===== src/rtl/rotate_image.sv =====
// rotate_image: inverse-mapping source coordinate for image rotation.
// Rotates pixel (i_H, i_V) about the image centre by i_angle degrees with an
// iterative CORDIC engine, one micro-rotation per clock.
// Optional feature macro: ROTATE_OOR_CLAMP_EN (clamp out-of-range results
// into the image instead of zeroing them).
//
//   state | meaning
//   ------+-------------------------------------------------------------
//   IDLE  | waiting for i_start; captures H, V and angle
//   PREP  | centre coordinates, normalise angle, fold into [-90, 90]
//   ITER  | one CORDIC micro-rotation per cycle, ITERATIONS cycles
//   POST  | gain correction, re-centre, round, range check, pulse o_done
module rotate_image #(
  parameter int IMAGE_SIZE     = 60,
  parameter int IMAGE_COOR_BIT = 7,
  parameter int ANG_WIDTH      = 9,
  parameter int ITERATIONS     = 12
) (
  input  logic                        i_clk,
  input  logic                        i_rst_n,
  input  logic                        i_start,
  input  logic [IMAGE_COOR_BIT-1:0]   i_H,
  input  logic [IMAGE_COOR_BIT-1:0]   i_V,
  input  logic signed [ANG_WIDTH-1:0] i_angle,
  output logic [IMAGE_COOR_BIT-1:0]   o_H,
  output logic [IMAGE_COOR_BIT-1:0]   o_V,
  output logic                        o_done,
  output logic                        o_outOfRange
);

  localparam int C     = IMAGE_SIZE / 2;
  localparam int FRAC  = 8;              // fractional bits of angle and of the loaded dx/dy
  localparam int GUARD = 6;              // extra low bits in x/y to keep shift truncation small
  localparam int XF    = FRAC + GUARD;   // fractional bits carried by x/y
  // Integer part: coordinate magnitude, sqrt(2) vector growth, CORDIC gain 1.65, sign.
  localparam int XW    = IMAGE_COOR_BIT + 4 + XF;
  localparam int AW    = ANG_WIDTH + 2;  // holds angle +/- 360 without overflow
  localparam int ZW    = AW + FRAC;
  localparam int IW    = $clog2(ITERATIONS + 1);
  localparam int PW    = XW + 17;        // x/y times a Q1.15 constant
  localparam int PSH   = XF + 15;        // fractional bits of the product

  localparam logic [IW-1:0]        LAST_ITER = IW'(ITERATIONS - 1);
  localparam logic signed [XW-1:0] C_X       = XW'(C);
  localparam logic signed [AW-1:0] D90       = AW'(90);
  localparam logic signed [AW-1:0] D90_N     = -AW'(90);
  localparam logic signed [AW-1:0] D180      = AW'(180);
  localparam logic signed [AW-1:0] D180_N    = -AW'(180);
  localparam logic signed [AW-1:0] D360      = AW'(360);
  localparam logic signed [16:0]   K_Q15     = 17'sd19898;
  // Adds the centre back and the +0.5 rounding term in product scale.
  localparam logic signed [PW-1:0] POST_OFF  = (PW'(C) <<< PSH) + (PW'(1) <<< (PSH - 1));
  localparam logic signed [PW-1:0] SIZE_P    = PW'(IMAGE_SIZE);
`ifdef ROTATE_OOR_CLAMP_EN
  localparam logic [IMAGE_COOR_BIT-1:0] MAX_COOR = IMAGE_COOR_BIT'(IMAGE_SIZE - 1);
`endif

  typedef enum logic [1:0] {IDLE, PREP, ITER, POST} state_t;

  state_t                      state;
  logic [IMAGE_COOR_BIT-1:0]   h_q, v_q;
  logic signed [ANG_WIDTH-1:0] ang_q;
  logic signed [XW-1:0]        x_q, y_q;
  logic signed [ZW-1:0]        z_q;
  logic [IW-1:0]               iter;

  // atan(2^-i) in degrees, 8 fractional bits, rounded to nearest.
  function automatic logic signed [ZW-1:0] atan_lut(input int idx);
    case (idx)
      0:       atan_lut = ZW'(11520);
      1:       atan_lut = ZW'(6801);
      2:       atan_lut = ZW'(3593);
      3:       atan_lut = ZW'(1824);
      4:       atan_lut = ZW'(916);
      5:       atan_lut = ZW'(458);
      6:       atan_lut = ZW'(229);
      7:       atan_lut = ZW'(115);
      8:       atan_lut = ZW'(57);
      9:       atan_lut = ZW'(29);
      10:      atan_lut = ZW'(14);
      11:      atan_lut = ZW'(7);
      12:      atan_lut = ZW'(4);
      13:      atan_lut = ZW'(2);
      14:      atan_lut = ZW'(1);
      default: atan_lut = '0;
    endcase
  endfunction

  logic signed [AW-1:0] ang_ext, ang_wrap, ang_res;
  logic signed [ZW-1:0] z_ext, z_init;
  logic signed [XW-1:0] dx_fx, dy_fx, x_init, y_init;

  // Preparation: centred fixed-point vector and residual angle in [-90, 90].
  always_comb begin
    ang_ext  = {{2{ang_q[ANG_WIDTH-1]}}, ang_q};
    ang_wrap = ang_ext;
    if (ang_ext > D180)
      ang_wrap = ang_ext - D360;
    else if (ang_ext <= D180_N)
      ang_wrap = ang_ext + D360;
    dx_fx = XW'(h_q);
    dx_fx = (dx_fx - C_X) <<< XF;
    dy_fx = XW'(v_q);
    dy_fx = (dy_fx - C_X) <<< XF;
    ang_res = ang_wrap;
    x_init  = dx_fx;
    y_init  = dy_fx;
    // A half-turn is absorbed by negating the vector.
    if (ang_wrap > D90) begin
      ang_res = ang_wrap - D180;
      x_init  = -dx_fx;
      y_init  = -dy_fx;
    end else if (ang_wrap < D90_N) begin
      ang_res = ang_wrap + D180;
      x_init  = -dx_fx;
      y_init  = -dy_fx;
    end
    z_ext  = {{(ZW-AW){ang_res[AW-1]}}, ang_res};
    z_init = z_ext <<< FRAC;
  end

  logic signed [XW-1:0] x_sh, y_sh;
  logic signed [ZW-1:0] atan_i;

  // Micro-rotation operands for the current iteration.
  always_comb begin
    x_sh   = x_q >>> iter;
    y_sh   = y_q >>> iter;
    atan_i = atan_lut(int'(iter));
  end

  logic signed [PW-1:0]      px, py, h_full, v_full;
  logic                      h_oor, v_oor, oor;
  logic [IMAGE_COOR_BIT-1:0] h_out, v_out;

  // Post-processing: gain correction, re-centre, round, range check.
  always_comb begin
    px     = PW'(x_q) * PW'(K_Q15);
    py     = PW'(y_q) * PW'(K_Q15);
    h_full = (px + POST_OFF) >>> PSH;
    v_full = (py + POST_OFF) >>> PSH;
    h_oor  = h_full[PW-1] || (h_full >= SIZE_P);
    v_oor  = v_full[PW-1] || (v_full >= SIZE_P);
    oor    = h_oor || v_oor;
`ifdef ROTATE_OOR_CLAMP_EN
    if (h_full[PW-1])      h_out = '0;
    else if (h_oor)        h_out = MAX_COOR;
    else                   h_out = h_full[IMAGE_COOR_BIT-1:0];
    if (v_full[PW-1])      v_out = '0;
    else if (v_oor)        v_out = MAX_COOR;
    else                   v_out = v_full[IMAGE_COOR_BIT-1:0];
`else
    h_out = oor ? '0 : h_full[IMAGE_COOR_BIT-1:0];
    v_out = oor ? '0 : v_full[IMAGE_COOR_BIT-1:0];
`endif
  end

  // Sequencer and datapath registers; outputs hold until the next result.
  always_ff @(posedge i_clk or negedge i_rst_n) begin
    if (!i_rst_n) begin
      state        <= IDLE;
      h_q          <= '0;
      v_q          <= '0;
      ang_q        <= '0;
      x_q          <= '0;
      y_q          <= '0;
      z_q          <= '0;
      iter         <= '0;
      o_H          <= '0;
      o_V          <= '0;
      o_done       <= 1'b0;
      o_outOfRange <= 1'b0;
    end else begin
      o_done <= 1'b0;
      case (state)
        IDLE: begin
          if (i_start) begin
            h_q   <= i_H;
            v_q   <= i_V;
            ang_q <= i_angle;
            state <= PREP;
          end
        end
        PREP: begin
          x_q   <= x_init;
          y_q   <= y_init;
          z_q   <= z_init;
          iter  <= '0;
          state <= ITER;
        end
        ITER: begin
          if (!z_q[ZW-1]) begin
            x_q <= x_q - y_sh;
            y_q <= y_q + x_sh;
            z_q <= z_q - atan_i;
          end else begin
            x_q <= x_q + y_sh;
            y_q <= y_q - x_sh;
            z_q <= z_q + atan_i;
          end
          iter <= iter + 1'b1;
          if (iter == LAST_ITER)
            state <= POST;
        end
        POST: begin
          o_H          <= h_out;
          o_V          <= v_out;
          o_outOfRange <= oor;
          o_done       <= 1'b1;
          state        <= IDLE;
        end
        default: state <= IDLE;
      endcase
    end
  end

endmodule


===== config.mk =====
export PLATFORM = sky130hd
export DESIGN_NAME = rotate_image
export DESIGN_NICKNAME = d
export VERILOG_FILES = /design/src/rtl/rotate_image.sv
export SDC_FILE = /design/constraint.sdc
export NUM_CORES = 2
export LEC_CHECK = 0
export CORE_MARGIN = 2
export CORE_UTILIZATION = 65
export DETAILED_ROUTE_END_ITERATION = 8
export GPL_TIMING_DRIVEN = 0
export PLACE_DENSITY = 0.92
export SLEW_MARGIN = 20
export SYNTH_ARGS = -nofsm -noshare
export SYNTH_HDL_FRONTEND = slang
export SYNTH_SLANG_ARGS = --single-unit
export TNS_END_PERCENT = 100

===== constraint.sdc =====
create_clock -name i_clk -period 10.3 [get_ports i_clk]
set_input_delay 2.06 -clock i_clk [delete_from_list [all_inputs] [get_ports i_clk]]
set_output_delay 2.06 -clock i_clk [all_outputs]
set_load 0.01 [all_outputs]

==> summary.md <==
| Metric | Value |
|---|---|
| Status | `complete, no violations` |
| Crit end category | `flip-flop` |
| R2r endpoint | `o_V[0]` |
| Top_reg_cell synth | `dfrtp_1` |
| Unique masters post-synth | `91` |
| FF-to-FF Start | `y_q[23]` |
| Initial antenna violation count | `0` |
| Core Footprint | `41800 um2` |
| Multiplexer share of the synthesized area | `0.0700` |
| Reg2Reg Depth | `26` |
| Number of global-route vias before repair | `24200` |
| #FFs+latches synth | `114` |
| Ports | `42` |
| Layout cells sized above 1 | `0.0417` |
| CTS buffer count | `17` |
| Critical Path Fanout Max | `12` |
| Max Fclk | `111 MHz` |
| Synthesized instance count | `3066` |
| Clock Root Buffer | `clkbuf_16` |
| Type of the worst setup path | `reg -> reg` |
| Worst-path clk slew | `60 ps` |
| Slowest CP cell | `dfrtp_1` |
| Die X | `209 um` |
| Post-DP HPWL | `62800 um` |
| Global Route Usage Sum | `0.370` |
| Async S/R FF share, synth | `1.00` |
| YS warnings | `0` |
| Hold_sp | `o_outOfRange` |
| FILL cells | `3020` |
| CTS resizes | `0` |
| Finish-stage setup viols | `0` |
| Post-Synthesis Mean Instance Area | `8.92 um2` |
| Wire length per cell | `21.5 um` |
| Worst-Margin Slew | `1160 ps` |
| Max cap viols | `0` |
| Final Hold Violating Endpoints | `0` |
| Startpoint Class | `flip-flop` |
| RSZ-0062 raised after global routing | `false` |
| Critical path startpoint | `y_q[23]` |
| Skew final | `14.1 ps` |
| N_diodes | `0` |
| WP data arrival | `9350 ps` |
| Register Area | `2850 um2` |
| Synthesized area | `27400 um2` |
| CTS HTree Levels | `4` |
| Data required, critical path | `10600 ps` |
| Syn-to-layout area delta | `6.36%` |
| Post-CTS Setup Repair Bufs | `0` |
| Post-synthesis sequential area ratio | `0.104` |
| Final period utilization | `0.878` |
| Row cnt | `75` |
| Number of DRC markers in iteration 0 | `2396` |
| Final Critical Period | `9050 ps` |
| Synth Area in Adders | `0.415` |
| Number of synthesized flops with an enable pin | `0` |
| GPL Wtd Cong | `1.03` |
| First-pass GRT wire length | `126000 um` |
| Pin count of the biggest net entering global routing | `76` |
| Main combinational cell family by area after synthesis | `adder cells` |
| CTS Sinks | `114` |
| CP max stage delay | `750 ps` |
| Synth Area in Simple Gates | `0.111` |
| Via density | `6.38` |
| Vert. Die Dim | `209 um` |
| Port Buf Inserts | `41` |
| R2r setup slk | `1250 ps` |
| Gr ovfl total | `0` |
| Routed WL | `79100 um` |
| Residual DRC count | `0` |
| Die area | `43800 um2` |
| Most used cell, CP | `fa_1` |
| Synth Area in Compound Gates | `0.140` |
| Latest clock arrival within the worst-skew pair | `450 ps` |
| Multi-input logic area | `21600 um2` |
| Via count | `23500` |
| Worst relative slew slack | `0.226` |
| Setup TNS | `0 ps` |
| Worst Hold Path EP | `o_outOfRange` |
| Post-route ant nets | `0` |
| CTS Buffer Depth | `2` |
| TritonCTS clock tree | `yes` |
| Worst hold stages | `1` |
| Number of hold buffers added after cts | `0` |
| Initial DRT Pass Iterations | `7` |
| Synth Net Count | `3796` |
| Post-synthesis xor/xnor area fraction | `0.0547` |
| HP Class | `reg -> reg` |
| Pins Over Slew Limit | `0` |
| Starting density of the core | `0.655` |
| Final nets | `3857` |
-- critical path: cells and delay by family (launching register included) --
| kind | cells | cell delay, ps |
|---|---|---|
| simple gates | 4 | 1030 |
| flops | 1 | 750 |
| fa+ha+maj | 8 | 3630 |
| buf+inv | 5 | 670 |
| compound gates | 9 | 2790 |
-- layout make-up --
| type | instances | share of cell area |
|---|---|---|
| multi-input combinational | 2203 | 0.744 |
| sequential | 114 | 0.0980 |
| inverter | 662 | 0.0854 |
| tap | 539 | 0.0232 |
| clock buffer | 19 | 0.0156 |
| timing repair buffer | 42 | 0.0151 |
| buffer | 87 | 0.0134 |
| clock inverter | 13 | 0.00589 |
-- kinds of logic after synthesis --
group / after synthesis
buf+inv: 749
fa+ha+maj: 705
simple gates: 623
compound gates: 583
xor+xnor: 171
mux: 121
flops: 114
-- flip-flops by register name, summed over array words and instances, names as in the netlist --
register	flops
ang_q	9
y_q	25
o_outOfRange	1
v_q	7
h_q	7
x_q	25
o_V	7
state	2
iter	4
o_done	1
o_H	7
z_q	19
-- cell usage after synthesis (12+ instances only) --
cell type	instances	area, um2
xor2_1	66	578
a21oi_1	169	846
fa_1	337	6750
dfrtp_1	114	2850
mux2i_1	36	360
nand3_1	63	315
mux4_2	29	653
o21ai_0	109	546
or3_1	21	131
nand3b_1	12	90.1
o211ai_1	22	165
nand4_1	13	81.3
mux4_1	18	473
clkbuf_1	60	225
o22ai_1	18	113
a21o_1	33	248
a31oi_1	17	106
mux2_2	38	428
inv_1	661	2480
nand2b_1	27	169
a22o_1	24	210
nand2_1	171	642
nor2_1	156	586
nor2b_1	28	175
xnor2_1	105	920
a211oi_1	29	218
o21a_1	29	218
ha_1	367	4590
and2_1	18	113
and3_1	21	131
buf_1	13	48.8
nor3_1	45	225
-- metrics by stage --
step	instances	setup WS (ps)	instance area [um2]	hold WS [ps]	util
finish	3679	1250	29100	494	0.697
floorplan	3066	3000	27400	459	-
CTS	3679	1530	29100	493	0.697
global placement	3646	1650	28400	469	0.681
global route	3679	812	29100	503	0.697
detailed placement	3647	1580	28500	475	0.682
-- layer usage --
metal / vias to the layer above / global-route usage / wire (um)
li1: 10400 / - / -
met1: 11400 / 0.464 / 29700
met2: 1345 / 0.609 / 37200
met3: 361 / 0.0669 / 7440
met4: 0 / 0.204 / 4780
met5: - / 0 / 0
-- how the worst max path moves through the flow --
stage | slack, ps | end | depth (start not counted)
floorplan | 3000 | o_H[0] | 26
global placement | 1650 | o_outOfRange | 23
detailed placement | 1580 | o_V[1] | 26
CTS | 1530 | o_V[1] | 26
global route | 810 | o_V[4] | 26
finish | 1250 | o_V[0] | 26
-- cell usage in the layout, fill, tap and decap left out, types with 10 or more instances in the layout --
| cell type | instances |
|---|---|
| inv_1 | 661 |
| a22o_1 | 24 |
| clkbuf_1 | 60 |
| dfrtp_1 | 114 |
| xor2_1 | 66 |
| nor3_1 | 45 |
| nand2_1 | 171 |
| o21a_1 | 29 |
| and2_1 | 18 |
| clkdlybuf4s50_1 | 40 |
| buf_1 | 13 |
| nand2b_1 | 27 |
| nand3_1 | 63 |
| mux2i_1 | 36 |
| nand3b_1 | 12 |
| a21oi_1 | 169 |
| a211oi_1 | 29 |
| o21ai_1 | 10 |
| nor4_1 | 11 |
| or3_1 | 21 |
| a21o_1 | 33 |
| nor2_1 | 156 |
| mux4_1 | 18 |
| o21ai_0 | 109 |
| xnor2_1 | 105 |
| mux4_2 | 29 |
| o22ai_1 | 18 |
| ha_1 | 367 |
| mux2_2 | 38 |
| a31oi_1 | 17 |
| nand4_1 | 13 |
| and3_1 | 21 |
| nor2b_1 | 28 |
| fa_1 | 337 |
| o211ai_1 | 22 |
| clkbuf_16 | 17 |
Power is left out: the tool's default activity adds up to more than one toggle a clock period on the data nets, which glitch-free logic cannot reach.
==> RTL edit (same settings) <==
The parameter `ITERATIONS` goes from 12 to 14.
--- a/src/rtl/rotate_image.sv
+++ b/src/rtl/rotate_image.sv
@@ -16,3 +16,3 @@
   parameter int ANG_WIDTH      = 9,
-  parameter int ITERATIONS     = 12
+  parameter int ITERATIONS     = 14
 ) (
Behaviour: no difference found for any inputs over 10 cycles, from zero or initial values and one cycle with i_rst_n low; that may be too few to reach the edited logic, so the function may still have changed.
==> RTL edit against the unedited design <==
  * Fmax increased by 6.1%
  * Synthesized cell count decreased by 0.98%
  * Area after synthesis decreased by 0.11%
  * Routed wire length is 4.7% lower
  * Cell area fell by 0.21%
  * Core utilization fell by 0.14 points
  * Sequential cell count did not move
  * Setup slack improved by 520 ps
  * Critical endpoint is now o_outOfRange$_DFFE_PN0P_
  * Highest routed layer unchanged
Power is left out: the tool's default activity adds up to more than one toggle a clock period on the data nets, which glitch-free logic cannot reach.
==> RTL edit: results (changes against the unedited design) <==
metric	value	unit	change
reg-to-reg setup timing slack	1770	ps	+520 ps
Cells after Synth	3036		-0.98%
Commonest cells post-synth	664 x inv_1, 367 x ha_1, 337 x fa_1		
global-route wire length before repair	122000	um	-3.4%
DR WL/cell	20.6	um	-3.9%
Placed Cells	3617		-0.82%
worst r2r dst	o_outOfRange$_DFFE_PN0P_		
DR vias/cell	6.24		-2.3%
initial drt markers	2173		-9.3%
layout cells sized above 1	6.21	%	+2.0 points
mux contribution to synthesized area	7.33	%	+0.34 points
Post-DP Area	0.0284	mm^2	-0.11%
Compound-Gate Fraction of Synth Area	14.5	%	+0.43 points
Slew @ Worst Pin	937	ps	-224 ps
Critical Path Fanout Max	11		-1
post-synthesis adder-cell area fraction	41.6	%	+0.082 points
RePlAce Congestion	1.03		-0.19%
Synth area leaders	fa_1 25%, ha_1 17%, dfrtp_1 10%		
# fillers	3019		-0.033%
register area share after synthesis	10.4	%	+0.011 points
detailed placer's ending HPWL	61200	um	-2.5%
Synth Net Count	3766		-0.79%
DR vias	22800		-3.1%
Crit Reg-Reg Startpoint	x_q[17]$_DFFE_PN0P_		
status	complete, no violations		
combined area of the multi-input logic cells	0.0216	mm^2	-0.22%
## RTL edit: worst register-to-register path: cells and delay by family (launching register included)
kind / cells / cell delay (ps)
xor gates and xnor gates: 1 / 130
and+or+nand+nor: 7 / 2170
buffers and inverters: 5 / 540
adders and majority gates: 8 / 3780
DFF: 1 / 790
AOI/OAI and AO/OA: 5 / 1010
## RTL edit: logic make-up (layout without fill, tap and decap cells)
family / count (synthesis) / in the layout
AOI/OAI and AO/OA: 584 / 584
xor gates and xnor gates: 165 / 165
adders and majority gates: 706 / 706
DFF: 114 / 114
and+or+nand+nor: 584 / 584
buffers and inverters: 754 / 828
muxes: 129 / 129
## RTL edit: worst max path at each step
stage,startpoint,to,slack (ps),cells after the start
4_1_cts,x_q[18]$_DFFE_PN0P_,o_outOfRange$_DFFE_PN0P_,1950,26
5_1_grt,x_q[18]$_DFFE_PN0P_,o_outOfRange$_DFFE_PN0P_,1440,26
2_1_floorplan,x_q[21]$_DFFE_PN0P_,o_outOfRange$_DFFE_PN0P_,3210,25
3_3_place_gp,x_q[16]$_DFFE_PN0P_,o_outOfRange$_DFFE_PN0P_,2150,26
6_report,x_q[17]$_DFFE_PN0P_,o_outOfRange$_DFFE_PN0P_,1770,26
3_5_place_dp,x_q[18]$_DFFE_PN0P_,o_outOfRange$_DFFE_PN0P_,1970,26
## RTL edit: per-layer routing
metal	GRT usage [%]	routed length, um	share of wire [%]
met5	0	0	0
met3	8.21	7280	9.7
met2	58.6	35100	47
met4	15.7	3600	4.8
met1	44.9	29400	39
## RTL edit: cell type report
cell class / count / area share, %
multi-input cells: 2168 / 74.3
flip-flops and latches: 114 / 9.82
inverters: 667 / 8.62
well taps: 539 / 2.32
clock buffers: 21 / 1.62
repair buffers: 42 / 1.51
plain buffers: 87 / 1.33
clock inverters: 11 / 0.431
## RTL edit: metrics by stage
step,worst slack [ps],hold WS (ps)
finish,1770,487
detailed placement,1970,480
floorplan,3210,460
CTS,1950,494
global placement,2150,474
global route,1440,507
